===== src/rtl/pipe_hazard_ctrl.sv =====
// pipe_hazard_ctrl: enable/flush sequencer for a 5-stage pipeline (load-use, branch, memory wait, debug step).
// Define PIPE_PERF_CNT_EN to build the stall/flush performance counters.
module pipe_hazard_ctrl #(
  parameter int MEM_TIMEOUT = 16,
  parameter int CNT_W = 32
) (
  input  logic             clk,
  input  logic             rst,
  input  logic [4:0]       rs1_ID,
  input  logic [4:0]       rs2_ID,
  input  logic             rs1_used_ID,
  input  logic             rs2_used_ID,
  input  logic [4:0]       rd_EX,
  input  logic             mem_read_EX,
  input  logic             br_taken_EX,
  input  logic             mem_req_MEM,
  input  logic             mem_ready_MEM,
  input  logic             step_mode,
  input  logic             step_go,
  output logic             en_PC,
  output logic             en_IF_ID,
  output logic             en_ID_EX,
  output logic             en_EX_MEM,
  output logic             en_MEM_WB,
  output logic             flush_IF_ID,
  output logic             flush_ID_EX,
  output logic             flush_MEM_WB,
  output logic             halted,
  output logic             mem_err,
  output logic [CNT_W-1:0] stall_cnt,
  output logic [CNT_W-1:0] flush_cnt
);
  typedef enum logic [1:0] {RUN, MEM_WAIT, HALT, STEP} state_e;
  state_e state_q, state_d;
  logic [7:0] wcnt_q, wcnt_d;
  logic [8:0] wcnt_inc;
  logic mem_err_q, mem_err_d, go_q;
  logic load_use, mem_stall, stall_now, timeout, go_rise, act, adv;
  assign load_use = mem_read_EX && rd_EX != 5'd0 &&
                    ((rs1_used_ID && rs1_ID == rd_EX) || (rs2_used_ID && rs2_ID == rd_EX));
  assign mem_stall = mem_req_MEM && !mem_ready_MEM;
  // Once waiting, only the ready strobe releases the stall.
  assign stall_now = (state_q == MEM_WAIT) ? !mem_ready_MEM : (state_q != HALT) && mem_stall;
  assign wcnt_inc = (state_q == MEM_WAIT) ? {1'b0, wcnt_q} + 9'd1 : 9'd1;
  assign timeout = wcnt_inc >= 9'(MEM_TIMEOUT);
  assign go_rise = step_go && !go_q;
  assign act = !rst && state_q != HALT;
  assign adv = act && !stall_now;
  assign en_PC = adv && (br_taken_EX || !load_use);
  assign en_IF_ID = en_PC;
  assign en_ID_EX = adv;
  assign en_EX_MEM = adv;
  assign en_MEM_WB = act;
  assign flush_IF_ID = adv && br_taken_EX;
  assign flush_ID_EX = adv && (br_taken_EX || load_use);
  assign flush_MEM_WB = act && stall_now;
  assign halted = state_q == HALT;
  assign mem_err = mem_err_q;
  always_comb begin
    state_d = state_q;
    wcnt_d = wcnt_q;
    mem_err_d = mem_err_q;
    if (state_q == HALT)
      state_d = mem_err_q ? HALT : !step_mode ? RUN : go_rise ? STEP : HALT;
    else if (stall_now) begin
      wcnt_d = wcnt_inc[7:0];
      mem_err_d = mem_err_q || timeout;
      state_d = timeout ? HALT : MEM_WAIT;
    end else
      state_d = (step_mode || state_q == STEP) ? HALT : RUN;
  end
  always_ff @(posedge clk or posedge rst) begin
    if (rst) begin
      state_q <= RUN;
      wcnt_q <= '0;
      mem_err_q <= 1'b0;
      go_q <= 1'b0;
    end else begin
      state_q <= state_d;
      wcnt_q <= wcnt_d;
      mem_err_q <= mem_err_d;
      go_q <= step_go;
    end
  end
`ifdef PIPE_PERF_CNT_EN
  logic [CNT_W-1:0] stall_cnt_q, flush_cnt_q;
  always_ff @(posedge clk or posedge rst) begin
    if (rst) begin
      stall_cnt_q <= '0;
      flush_cnt_q <= '0;
    end else begin
      if (!en_PC && state_q != HALT) stall_cnt_q <= stall_cnt_q + CNT_W'(1);
      if (flush_IF_ID || flush_ID_EX) flush_cnt_q <= flush_cnt_q + CNT_W'(1);
    end
  end
  assign stall_cnt = stall_cnt_q;
  assign flush_cnt = flush_cnt_q;
`else
  assign stall_cnt = '0;
  assign flush_cnt = '0;
`endif
endmodule


===== config.mk =====
export PLATFORM = sky130hd
export DESIGN_NAME = pipe_hazard_ctrl
export DESIGN_NICKNAME = d
export VERILOG_FILES = /design/src/rtl/pipe_hazard_ctrl.sv
export SDC_FILE = /design/constraint.sdc
export NUM_CORES = 1
export LEC_CHECK = 0
export ABC_AREA = 1
export CORE_MARGIN = 2
export CORE_UTILIZATION = 32
export CTS_CLUSTER_DIAMETER = 60
export DETAILED_ROUTE_END_ITERATION = 7
export GPL_TIMING_DRIVEN = 0
export PLACE_DENSITY = 0.88
export SLEW_MARGIN = 20
export SYNTH_ARGS = -nofsm -noshare
export SYNTH_HDL_FRONTEND = slang
export SYNTH_SLANG_ARGS = --single-unit

===== constraint.sdc =====
create_clock -name clk -period 1.45 [get_ports clk]
set_input_delay 0.29 -clock clk [delete_from_list [all_inputs] [get_ports clk]]
set_output_delay 0.29 -clock clk [all_outputs]
set_load 0.005 [all_outputs]

==> results of run 1 <==
-- synthesized netlist by cell type --
| cell type | count |
|---|---|
| buf_4 | 67 |
| nand2_1 | 37 |
| nor2_1 | 21 |
| inv_1 | 15 |
| dfrtp_1 | 12 |
| nand3_1 | 8 |
| o21ai_0 | 8 |
| a21oi_1 | 7 |
| nand2_2 | 4 |
| nor2_2 | 4 |
| inv_2 | 3 |
| nor2_4 | 3 |
| xor2_1 | 3 |
| clkinv_1 | 2 |
| nand4_1 | 2 |
| nor3_1 | 2 |
| a21oi_2 | 1 |
| conb_1 | 1 |
| ha_1 | 1 |
| inv_4 | 1 |
| nand2_4 | 1 |
| nand3_2 | 1 |
| nor2_8 | 1 |
| nor3b_1 | 1 |
| o21ai_2 | 1 |
-- layout make-up --
class	count	area, um^2
fillers	414	1976
multi-input cells	170	909.6
plain buffers	67	506.7
repair buffers	52	424.2
flip-flops and latches	12	301.5
inverters	21	86.33
well taps	52	65.06
clock buffers	4	55.05
-- through the flow --
stage | cells | hold slack (ps) | util (%) | worst slack, ps
global route | 378 | 322.8 | 54.31 | -396.8
global placement | 356 | 501.0 | 48.29 | -912.9
finish | 378 | 267.9 | 54.31 | -310.7
floorplan | 270 | 154.7 | - | 10.38
CTS | 370 | 272.9 | 51.77 | -309.2
detailed placement | 356 | 520.5 | 48.29 | -932.9
-- power by group through the flow --
stage / Combinational [mW] / Clock (mW) / Sequential (mW)
floorplan: 0.465 / 0 / 0.440
global placement: 0.697 / 0 / 0.446
detailed placement: 0.712 / 0 / 0.450
CTS: 0.827 / 0.375 / 0.445
global route: 1.04 / 0.399 / 0.476
finish: 0.952 / 0.369 / 0.466
-- worst min-delay path by stage --
stage	startpoint	to	slack [ps]
after global placement	wcnt_q[1]	wcnt_q[1]	500
after CTS	rst	wcnt_q[0]	270
after floorplan	rst	go_q	150
after detailed placement	wcnt_q[1]	wcnt_q[1]	520
final	rst	wcnt_q[3]	270
after global routing	rst	wcnt_q[1]	320
-- flip-flops by register name (all words and copies together) (netlist names) --
| signal | count |
|---|---|
| wcnt_q | 8 |
| state_q | 2 |
| go_q | 1 |
| mem_err | 1 |
-- critical path, delay by kind of cell, from the launching register on --
| family | cells | cell delay [ps] |
|---|---|---|
| buf+inv | 5 | 510 |
| simple gates | 3 | 270 |
| flops | 1 | 380 |
| compound gates | 1 | 80 |
-- cells by family after synthesis --
family	synth area share, %
and+or+nand+nor	28.82
buffers and inverters	40.79
adders and majority gates	0.8732
xor gates and xnor gates	1.834
AOI/OAI and AO/OA	6.463
other	0.2618
DFF	20.96
-- repair_timing --
item | in CTS | in global routing
resized for setup | 77 | 30
gates cloned | 0 | 0
endpoints found under the setup margin | 11 | 13
setup buffers | 10 | 8
pin swaps | 21 | 26
-- layer usage --
layer / GRT usage [%] / wire, um / vias to the layer above
met2: 25.23 / 1928 / 77
met1: 13.56 / 1216 / 599
li1: - / - / 743
met5: 0 / 0 / -
met3: 4.701 / 373 / 12
met4: 4.822 / 63 / 0
==> impl_metrics.py, run 1 <==
metrics = {
    "clocking": {
        "clkSinkCount": 12,
        "cts_tree": "done",
        "cts_root_buf": "clkbuf_8",
        "cts_buffer_depth": 2,
        "clk_latency_ps": 250,
        "numCtsBuffers": 3,
        "h-tree-depth": 1,
        "clk_pin_slew_worst_paths_ps": 60,
        "cts_hold_buf": 0,
    },
    "worst_setup_path": {
        "critPathCapture": "en_ID_EX",
        "reg2reg_to": "state_q[1]",
        "r2r_cells": 9,
        "crit_slowest_cell": "dfrtp_1",
        "cp-end-kind": "output pin",
        "slowest_delay_ps": 380,
        "crit_required_ps": 1160,
        "cp.arrival_ps": 1470,
        "regToRegStartpoint": "wcnt_q[1]",
        "crit_fanout": 4,
        "worstSetupPathType": "register to output pin",
        "worstSetupStartpoint": "state_q[1]",
        "setup.worst_path.start_class": "register",
        "r2r_slack_ps": 20,
        "crit_path_cell_trace": "inv_2 > nor2_4 > nor2_4 > o21ai_4 > buf_6 > nand2_8 > inv_2 > buf_4 > buf_2",
    },
    "synth": {
        "mappedNetlistArea_um2": 1433,
        "ys_types": 25,
        "post_synth_inst_count": 207,
        "syn_avg_cell_area_um2": 6.921,
        "synth_top_area_share_pct": 35.11,
        "synth_seq_cells": 12,
        "synth_top_area_cell": "buf_4",
        "synth_sequential_area_ratio_pct": 20.96,
        "synth_warnings": 0,
        "yosys-top-cells-area": "buf_4 35%, dfrtp_1 21%, nand2_1 9.7%",
    },
    "run_status": {
        "status": "complete, but fails checks",
        "violations": "setup timing",
    },
    "place": {
        "post_dp_cell_area_um2": 2088,
        "gp_congestion": 0.7547,
        "port_buffers": 34,
        "dp_hpwl_um": 2528,
    },
    "timing": {
        "fin_crit_ps": 1761,
        "fin_tns_setup_ps": -2006,
        "fmax_ghz": 0.5680,
        "setup_violations": 8,
        "slew_violations": 0,
        "rsz0062_at_grt": "true",
        "final_hold_viol_count": 0,
        "fin_crit_sh_pct": 121.4,
        "skew_ps": 7.160,
        "worst_slack_ps": -310.7,
    },
    "final_layout": {
        "drive_gt1_share_pct": 45.71,
        "diodes": 0,
        "fin_area_um2": 2349,
        "layout_common_cells": "80 x buf_4, 64 x conb_1, 30 x nand2_1",
        "nNetsFinal": 353,
        "area_growth_pct": 63.93,
        "final_common_cell": "buf_4",
    },
    "route": {
        "vias_per_cell": 3.786,
        "routedWlPerCell_um": 9.474,
        "drt_first_iter_violations": 71,
        "dr.pass1.iters": 4,
        "drt-total-wl_um": 3581,
        "drc": 0,
        "via_count": 1431,
        "antenna_left": 0,
    },
    "floorplanning": {
        "core_area_um2": 4324,
        "start_util_pct": 33.13,
        "die_w_um": 70.91,
        "die_h_um": 70.91,
        "io_pins": 99,
        "fp-row-count": 24,
        "die_area_um2": 5028,
    },
    "pwr": {
        "p_int_mw": 1.161,
        "pwr_density_cell_nw_per_um2": 760.5,
        "pwr-share-comb_pct": 53.3,
        "p_leak_nw": 1.353,
        "switching_share_pct": 34.97,
        "ir_drop_mv": 0.4803,
        "power_frac_seq_pct": 26.1,
        "netSwitchingPower_mw": 0.6247,
        "p_clk_share_pct": 20.6,
        "total_power_mw": 1.786,
    },
    "global_routing": {
        "grt_max_degree": 13,
        "grt_pass1_wl_um": 5457,
        "grt_overflow": 0,
        "grtUsageTotal_pct": 13.42,
        "antenna_found_initial": 0,
        "first_global_vias": 1301,
    },
    "job": {
        "timing.max_cap.violations": 0,
    },
    "hold_path": {
        "hold_class": "primary input to asynchronous set/reset pin",
    },
}
No activity file was read; power rests on OpenSTA's default activity.
==> inputs of run 2 (changes only) <==
- ABC_AREA: 1 -> unset
- PLACE_DENSITY: 0.88 -> 0.89
==> impl_metrics.py, run 2 <==
metrics = {
    "global_routing": {
        "grt_overflow": 0,
        "grt_pass1_wl_um": 5754,
        "grt_max_degree": 13,
        "antenna_found_initial": 0,
        "first_global_vias": 1251,
        "grtUsageTotal_pct": 14.61,
    },
    "route": {
        "wl_met3_um": 324,
        "via_count": 1389,
        "drt-total-wl_um": 3988,
        "drt_first_iter_violations": 48,
        "met1_length_um": 1325,
        "top_layer": "met4",
        "dr.pass1.iters": 4,
        "vias_per_cell": 4.050,
        "drc": 0,
        "antenna_left": 0,
        "wl_met2_um": 2256,
        "routedWlPerCell_um": 11.63,
    },
    "run_status": {
        "status": "complete, but fails checks",
        "violations": "setup timing",
    },
    "pwr": {
        "power_frac_seq_pct": 25.5,
        "p_leak_nw": 1.258,
        "pwr_density_cell_nw_per_um2": 695.3,
        "netSwitchingPower_mw": 0.5292,
        "ir_drop_mv": 0.4605,
        "switching_share_pct": 32.69,
        "total_power_mw": 1.619,
        "p_clk_share_pct": 18.8,
        "p_int_mw": 1.090,
        "pwr-share-comb_pct": 55.7,
    },
    "place": {
        "dp_hpwl_um": 2718,
        "post_dp_cell_area_um2": 2034,
        "dpl.cell_count": 315,
        "pre_cts_slack_ps": -1183,
        "gp_congestion": 0.8912,
        "port_buffers": 34,
    },
    "clocking": {
        "h-tree-depth": 1,
        "cts_buffer_depth": 2,
        "clk_latency_ps": 240,
        "clkSinkCount": 12,
        "cts_tree": "done",
        "cts_root_buf": "clkbuf_8",
        "clk_pin_slew_worst_paths_ps": 50,
        "numCtsBuffers": 3,
    },
    "timing": {
        "fmax_ghz": 0.4816,
        "slew_headroom_pct": 58.38,
        "worst_slack_ps": -626.4,
        "rsz0062_at_grt": "true",
        "final_hold_viol_count": 0,
        "fin_tns_setup_ps": -4485,
        "whs_ps": 439.9,
        "slew_violations": 0,
        "setup_violations": 18,
        "skew_ps": 2.787,
        "worst_pin_slew_ps": 623.0,
        "fin_crit_sh_pct": 143.2,
        "fin_crit_ps": 2076,
    },
    "final_layout": {
        "final_common_cell": "buf_4",
        "largest_reg_flops": 8,
        "fin_util_pct": 56.98,
        "layout_common_cells": "86 x buf_4, 64 x conb_1, 14 x dlygate4sd2_1",
        "fin_area_um2": 2328,
        "drive_gt1_share_pct": 43.69,
        "top_regs": "wcnt_q x8, state_q x2",
        "fillCellCount": 359,
        "area_growth_pct": 68.87,
        "multi_input_comb_area_um2": 869.6,
        "top_register": "wcnt_q",
        "nNetsFinal": 321,
        "fin_cells": 343,
        "register_area_um2": 300.3,
        "diodes": 0,
    },
    "synth": {
        "synth_seq_cells": 12,
        "synth_top_area_cell": "buf_4",
        "mappedNetlistArea_um2": 1379,
        "synth_sequential_area_ratio_pct": 21.78,
        "syn_avg_cell_area_um2": 8.207,
        "synth.most_common_cell": "buf_4",
        "synth_warnings": 0,
        "synth-edff-count": 0,
        "post_synth_inst_count": 168,
        "synthFlopType": "dfrtp_1",
        "synthTopCellsByCount": "66 x buf_4, 12 x dfrtp_1, 12 x nand2_1",
        "ys_types": 44,
        "synth_top_area_share_pct": 35.93,
        "yosys-top-cells-area": "buf_4 36%, dfrtp_1 22%, xnor2_1 7.0%",
        "synth-async-reset-ratio_pct": 100.0,
    },
    "worst_setup_path": {
        "r2r_cells": 5,
        "setup.worst_path.start_class": "register",
        "crit_path_cell_trace": "inv_2 > maj3_2 > nor2b_4 > nor3_4 > buf_6 > buf_6 > a21boi_2 > buf_2",
        "cp.arrival_ps": 1790,
        "crit_top_cell": "buf_6",
        "worstSetupPathType": "register to output pin",
        "crit_required_ps": 1160,
        "crit_slowest_cell": "dfrtp_1",
        "crit_fanout": 3,
        "slowest_delay_ps": 380,
        "cp-end-kind": "output pin",
    },
    "hold_path": {
        "holdPathStages": 1,
        "hold_class": "register to register",
    },
    "floorplanning": {
        "start_util_pct": 33.74,
        "die_area_um2": 4850,
        "core_area_um2": 4086,
        "die_h_um": 69.64,
        "io_pins": 99,
        "die_w_um": 69.64,
        "fp-row-count": 23,
    },
    "job": {
        "timing.max_cap.violations": 0,
    },
}
==> run 2: changes by cell type in the layout (fill, tap and decap cells not counted), sizes merged, moves of 3 or more <==
cell           change
inv               -16
and3               +4
xor2               -3
nand3              -6
o21ai              +3
nand2b             +4
buf               +10
nand2             -30
a21oi              -7
clkdlybuf4s50      +4
nor2              -22
clkbuf             -7
xnor2             +11
==> run 2: layer usage <==
metal,global-route usage (%),vias up
met4,2.991,0
met1,14.51,614
met3,4.942,8
li1,-,684
met5,0,-
met2,29.06,83
==> run 2: final timing paths <==
| kind | start | end | slack [ps] |
|---|---|---|---|
| min | go_q | state_q[0] | 440 |
| min in group asynchronous | rst | wcnt_q[6] | 530 |
| max reg2reg | wcnt_q[4] | state_q[1] | -190 |
| min reg2reg | go_q | state_q[0] | 440 |
| max in group asynchronous | rst | wcnt_q[0] | 600 |
| max | state_q[1] | flush_ID_EX | -630 |
==> run 2: cells by family after synthesis <==
group | after synthesis | synth area share, %
XOR/XNOR | 11 | 6.987
AO/OA/AOI/OAI | 27 | 12.61
buffers and inverters | 72 | 38.20
AND/OR/NAND/NOR | 42 | 17.61
multiplexers | 1 | 0.8166
adder cells (fa/ha/maj) | 2 | 1.724
other | 1 | 0.2720
flip-flops | 12 | 21.78
==> run 2: cell type report <==
class                   count  share of cell area (%)
plain buffers              67                   21.92
clock buffers               3                   1.773
inverters                   4                  0.7523
multi-input cells         147                   37.35
flip-flops and latches     12                   12.90
well taps                  50                   2.687
repair buffers             60                   22.62
==> run 2: power by group through the flow <==
stage,clock network [mW],registers [mW],logic (mW)
6_report,0.304,0.413,0.902
5_1_grt,0.330,0.415,0.978
4_1_cts,0.307,0.406,0.798
3_5_place_dp,0,0.419,0.594
3_3_place_gp,0,0.414,0.587
2_1_floorplan,0,0.409,0.384
==> run 2: timing repair <==
action / in CTS / in global routing
setup buffers: 20 / 6
endpoints found under the setup margin: 12 / 19
gates resized for setup: 72 / 14
pin swaps: 19 / 3
hold buffers: 0 / 0
==> run 2: critical path, delay by kind of cell, from the launching register on <==
| family | cells | cell delay (ps) |
|---|---|---|
| buf+inv | 4 | 400 |
| flops | 1 | 380 |
| simple gates | 2 | 320 |
| fa+ha+maj | 1 | 310 |
| compound gates | 1 | 140 |
==> inputs of run 3 (changes only) <==
- CAP_MARGIN: unset -> 15
==> results of run 3 <==
Same layout as run 2: the final DEF is identical, and so are final timing and power.
==> edit 1, RTL diff (config.mk and constraints of run 1) <==
Re-encode `state_e` (4 states) as Gray code, 2 bits wide.
--- a/src/rtl/pipe_hazard_ctrl.sv
+++ b/src/rtl/pipe_hazard_ctrl.sv
@@ -31,5 +31,5 @@
   output logic [CNT_W-1:0] flush_cnt
 );
-  typedef enum logic [1:0] {RUN, MEM_WAIT, HALT, STEP} state_e;
+  typedef enum logic [1:0] {RUN = 2'b00, MEM_WAIT = 2'b01, HALT = 2'b11, STEP = 2'b10} state_e;
   state_e state_q, state_d;
   logic [7:0] wcnt_q, wcnt_d;
Function: same outputs for any inputs over 10 cycles, from zero or initial values and one cycle with rst high; not proved beyond that.
==> edit 1 against run 1 <==
The flow still finishes with violations (negative setup slack). Worst setup slack got worse by 0.038 ns. Sequential cell count did not move. Area after synthesis rose by 0.17%. Routed wire length shrank 1.2%. Cell area decreased by 1.2%. Non-clock buffer count is 2 lower. Sequential share of layout area is 0.15 points higher.
Power is not compared: it rests on default switching activity, and its combinational part moved more than twofold at a synthesized area within 25%.
==> edit 1: results (changes against run 1) <==
run_status:
  outcome: "finished, violations left"  # unchanged
  violations: "negative setup slack"  # unchanged
placement:
  post-place-ws_ns: -0.898  # was -0.933 ns
  dp_cells: 357  # was 356
  place.gp.congestion: 0.827  # was 0.755
  dpl.hpwl_mm: 2.72  # was 2.53 mm
  portBuffers: 34  # unchanged
yosys:
  synthArstFlopShare: 1.00  # unchanged
  ys_warn_count: 0  # unchanged
  synth_top_flop_cell: "dfrtp_1"  # unchanged
  netlist_top_cells_area: "buf_4 35%, dfrtp_1 21%, nand2_1 8.9%, inv_1 6.3%, nor2_1 4.2%"  # was buf_4 35%, dfrtp_1 21%, nand2_1 9.7%, nor2_1 5.5%, inv_1 3.9%
  synth_seq_area_share: 0.209  # was 0.210
  synth_common_cells: "66 x buf_4, 34 x nand2_1, 24 x inv_1"  # was 67 x buf_4, 37 x nand2_1, 21 x nor2_1
  synth-edff-count: 0  # unchanged
  synth_cell_types: 24  # was 25
  syn_area_per_cell_um2: 6.90  # was 6.92 um^2
detailed_routing:
  firstDrtPassIters: 4  # unchanged
  routedWlPerCell_um: 9.41  # was 9.47 um
  num_vias: 1452  # was 1431
  postRouteAntennaNets: 0  # unchanged
  vias_per_cell: 3.86  # was 3.79
  dr.first_iter.drc_count: 48  # was 71
grt:
  track_usage: 0.127  # was 0.134
  grt_max_degree: 13  # unchanged
  grt_pass1_vias: 1253  # was 1301
  antenna_found_initial: 0  # unchanged
  grt_first_pass_wirelength_mm: 5.13  # was 5.46 mm
cells_and_area:
  diodes: 0  # unchanged
  reg_top3: "wcnt_q (8), state_q (2)"  # unchanged
  largest_reg_flops: 8  # unchanged
  nNetsFinal: 351  # was 353
  drive_above_1_share: 0.404  # was 0.457
clock_tree:
  h-tree-depth: 1  # unchanged
  path_clk_slew_ns: 0.06  # about the same
  clockBufferDepth: 2  # unchanged
  cts_inserted_buffers: 3  # unchanged
  clk-insertion-delay-late_ns: 0.25  # about the same
  cts_root_buf: "clkbuf_8"  # unchanged
power_and_ir_drop:
  p_leak_nw: 1.36
  peakVddDrop_mv: 0.261
timing:
  finalSetupViolCount: 8  # unchanged
  fin_ws_ns: -0.348  # was -0.311 ns
  skew_ns: 0.00112  # was 0.00716 ns
  hold_viol: 0  # unchanged
worst_hold_path:
  holdCritPathClass: "in2async"  # unchanged
critical_path:
  crit_path_max_fanout: 3  # was 4
  arrival_ns: 1.51  # was 1.47 ns
  crit_start: "state_q[0]$_DFF_PP0_"  # was state_q[1]$_DFF_PP0_
job:
  cap_violations: 0  # unchanged
## edit 1: cell count changes after synthesis, sizes merged, moves of 2 or more
cell / delta
nor2: -8
clkinv: -2
o21ai: +2
nor3: -2
nand2: -3
o21bai: +2
inv: +7
a21oi: -2
o22ai: +2
a31oi: +2
## edit 1: layout make-up
cell class | count | area, um^2
Fill cell | 434 | 2000
Buffer | 68 | 515
Inverter | 26 | 103
Tap cell | 52 | 65.1
Multi-Input combinational cell | 165 | 848
Sequential cell | 12 | 302
Timing Repair Buffer | 49 | 433
Clock buffer | 4 | 55.1
## edit 1: worst paths after layout
check	slack, ns	cells past startpoint	to
max reg2reg	0.05	9	wcnt_q[2]$_DFFE_PP0P_
max in group asynchronous	0.65	2	wcnt_q[0]$_DFFE_PP0P_
min	0.45	2	wcnt_q[1]$_DFFE_PP0P_
min in group clk	0.51	1	go_q$_DFF_PP0_
min reg2reg	0.51	2	state_q[0]$_DFF_PP0_
max	-0.35	9	en_PC
## edit 1: metal layers
layer / track usage / share of wire / vias up / wire (um)
met3: 0.0313 / 0.072 / 8 / 253
met5: 0 / 0 / - / 0
met4: 0.0566 / 0.017 / 0 / 61
met2: 0.241 / 0.56 / 61 / 1970
met1: 0.129 / 0.35 / 638 / 1250
li1: - / - / 745 / -
## edit 1: worst max-delay path, stage by stage (launching register included)
cell and delay [ns]:
dfrtp_1 0.43, nand2_2 0.12, inv_4 0.06, nor2_4 0.09, inv_2 0.06, nor2_4 0.11
inv_2 0.06, a31oi_4 0.15, buf_6 0.11, buf_6 0.08
## edit 1: what timing repair did
item / CTS / global route
gates resized for setup: 75 / 13
setup buffers: 10 / 7
endpoints found under the setup margin: 10 / 17
pin swaps: 13 / 7
gates cloned: 0 / 0
## edit 1: through the flow
stage / area [um^2] / TNS (ns) / total power [mW]
after global routing: 2320 / -2.57 / 1.11
after CTS: 2260 / -2.73 / 1.05
final: 2320 / -1.97 / 1.07
after floorplan: 1690 / -0.0392 / 0.591
after global placement: 2090 / -6.19 / 0.673
after detailed placement: 2090 / -6.57 / 0.679
## edit 1: report_power, final
| part | total, mW | internal (mW) | switching (mW) |
|---|---|---|---|
| clock | 0.388 | 0.241 | 0.147 |
| combinational | 0.323 | 0.183 | 0.139 |
| sequential | 0.360 | 0.347 | 0.0129 |
## edit 1: kinds of logic (layout without fill, tap and decap cells)
kind of cell    count (synthesis)  in the layout  synth area share
fa+ha+maj                       1              1           0.00872
other cells                     1             64           0.00261
buf+inv                        94            147             0.420
flops                          12             12             0.209
compound gates                 23             23            0.0898
simple gates                   73             73             0.245
xor+xnor                        4              4            0.0244
==> edit 2, RTL diff (flow settings as in run 1) <==
Without the edit above. The option `PIPE_PERF_CNT_EN` is turned on by a define.
--- a/src/rtl/pipe_hazard_ctrl.sv
+++ b/src/rtl/pipe_hazard_ctrl.sv
@@ -1,4 +1,6 @@
 // pipe_hazard_ctrl: enable/flush sequencer for a 5-stage pipeline (load-use, branch, memory wait, debug step).
 // Define PIPE_PERF_CNT_EN to build the stall/flush performance counters.
+`define PIPE_PERF_CNT_EN
+
 module pipe_hazard_ctrl #(
   parameter int MEM_TIMEOUT = 16,
Function: changed (a bounded check fails within 4 cycles, from zero or initial values and one cycle with rst high).
==> edit 2 against run 1 <==
The run still ends with negative setup slack left. Sequential cell count increased by 64. Worst setup slack worse by 0.38 ns. Utilization down 1.5 points. Clock power rose to 5.9 times the old value. Total power grew to 4.8 times the old value. Routed wire length rose to 4.8 times the old value. Area after synthesis rose to 3.5 times the old value. Sequential power grew to 5.8 times the old value. Worst hold slack better by 0.15 ns. Cell area grew to 3.4 times the old value. Synthesized cell count grew to 3.7 times the old value. Register-to-register slack lost 0.49 ns. Critical endpoint is now flush_ID_EX. Largest cell class is now multi-input gates. Largest power group unchanged.
==> edit 2: results (changes against run 1) <==
run_status:
  outcome: "finished, violations left"  # unchanged
  violations: "negative setup slack"  # unchanged
detailed_routing:
  m1WireLength_mm: 6.87  # was 1.22 mm
  route.met2.wl_mm: 8.54  # was 1.93 mm
  dr.first_iter.drc_count: 471  # was 71
  finalWirelength_mm: 17.2  # was 3.58 mm
  dr_wl_met3_mm: 1.40  # was 373 um
cells_and_area:
  drive_above_1_share: 0.277  # was 0.457
  ff_latch_area_um2: 1940  # was 302 um^2
  fillCellCount: 1356  # was 414
grt:
  grt_util_met3: 0.0462  # was 0.0470
  met2_usage: 0.334  # was 0.252
  use_met1: 0.244  # was 0.136
  grt_max_degree: 33  # was 13
  track_usage: 0.197  # was 0.134
  grt_first_pass_wirelength_mm: 26.1  # was 5.46 mm
critical_path:
  cpMaxStageDelayCell: "dfrtp_2"  # was dfrtp_1
  worstReg2RegEnd: "flush_cnt[0]$_DFFE_PP0P_"  # was state_q[1]$_DFF_PP0_
  max_stage_delay_ns: 0.44  # was 0.38 ns
  ff2ff_setup_slack_ns: -0.47  # was 0.02 ns
worst_hold_path:
  holdCritPathClass: "in2reg"  # was in2async
timing:
  skew_ns: 0.0102  # was 0.00716 ns
  finalSetupViolCount: 80  # was 8
  fin_ws_ns: -0.686  # was -0.311 ns
yosys:
  synth-compound-area-share: 0.0300  # was 0.0646
  yosys.area_share.adder: 0.00749  # was 0.00873
  synth_seq_area_share: 0.380  # was 0.210
  netlist_top_cells_area: "dfrtp_1 38%, nand2_1 24%, nand3_1 7.1%, xor2_1 6.1%, nor2_1 5.9%"  # was buf_4 35%, dfrtp_1 21%, nand2_1 9.7%, nor2_1 5.5%, inv_1 3.9%
floorplan:
  core.rowCount: 45  # was 24
clock_tree:
  h-tree-depth: 3  # was 1
  clk-insertion-delay-late_ns: 0.35  # was 0.25 ns
  cts_resized: 178  # was 77
  cts_inserted_buffers: 9  # was 3
  postCtsSetupBuffers: 92  # was 10
power_and_ir_drop:
  p_leak_nw: 4.25  # was 1.35 nW
  p_int_mw: 5.42  # was 1.16 mW
  peakVddDrop_mv: 0.625  # was 0.480 mV
placement:
  dp_cells: 1075  # was 356
  dpl.hpwl_mm: 10.5  # was 2.53 mm
  post-place-ws_ns: -1.22  # was -0.933 ns
  place.gp.congestion: 0.956  # was 0.755
[edit 2: changes by cell type after synthesis, moves of 13 or more]
cell	before	now
buf_4	67	6
dfrtp_1	12	76
inv_1	15	78
nand2_1	37	315
nand3_1	8	71
nor2_1	21	79
nor3_1	2	24
o21ai_0	8	21
xor2_1	3	35
[edit 2: layout make-up]
cell class,instances,share of cell area
multi-input combinational,591,0.383
timing repair buffer,213,0.245
sequential,76,0.241
inverter,79,0.0401
tap,211,0.0328
clock buffer,9,0.0280
buffer,17,0.0227
clock inverter,7,0.00746
[edit 2: worst register-to-register path: cells and delay by family (launching register included)]
kind	cells	cell delay (ns)
buf+inv	7	0.79
flops	1	0.44
simple gates	6	0.56
[edit 2: how the worst max path moves through the flow]
stage	slack (ns)	to	depth (start not counted)	from
6_report	-0.69	flush_ID_EX	10	state_q[1]$_DFF_PP0_
5_1_grt	-0.77	flush_ID_EX	10	state_q[1]$_DFF_PP0_
4_1_cts	-0.71	en_PC	12	state_q[0]$_DFF_PP0_
3_5_place_dp	-1.22	flush_ID_EX	10	mem_ready_MEM
3_3_place_gp	-1.17	flush_ID_EX	10	mem_ready_MEM
2_1_floorplan	-0.17	flush_ID_EX	9	state_q[0]$_DFF_PP0_
[edit 2: cell families (layout without fill, tap and decap cells)]
kind of cell,Yosys count,after routing
AND/OR/NAND/NOR,516,516
XOR/XNOR,42,42
buffers and inverters,97,325
adder cells (fa/ha/maj),3,3
flip-flops,76,76
AO/OA/AOI/OAI,30,30
[edit 2: power by group through the flow]
stage | sequential (mW) | clock, mW | combinational (mW)
after floorplan | 2.73 | 0 | 1.21
after global placement | 2.81 | 0 | 2.12
after detailed placement | 2.81 | 0 | 2.21
after CTS | 2.68 | 2.22 | 3.09
after global routing | 2.72 | 2.32 | 3.96
final | 2.69 | 2.19 | 3.70
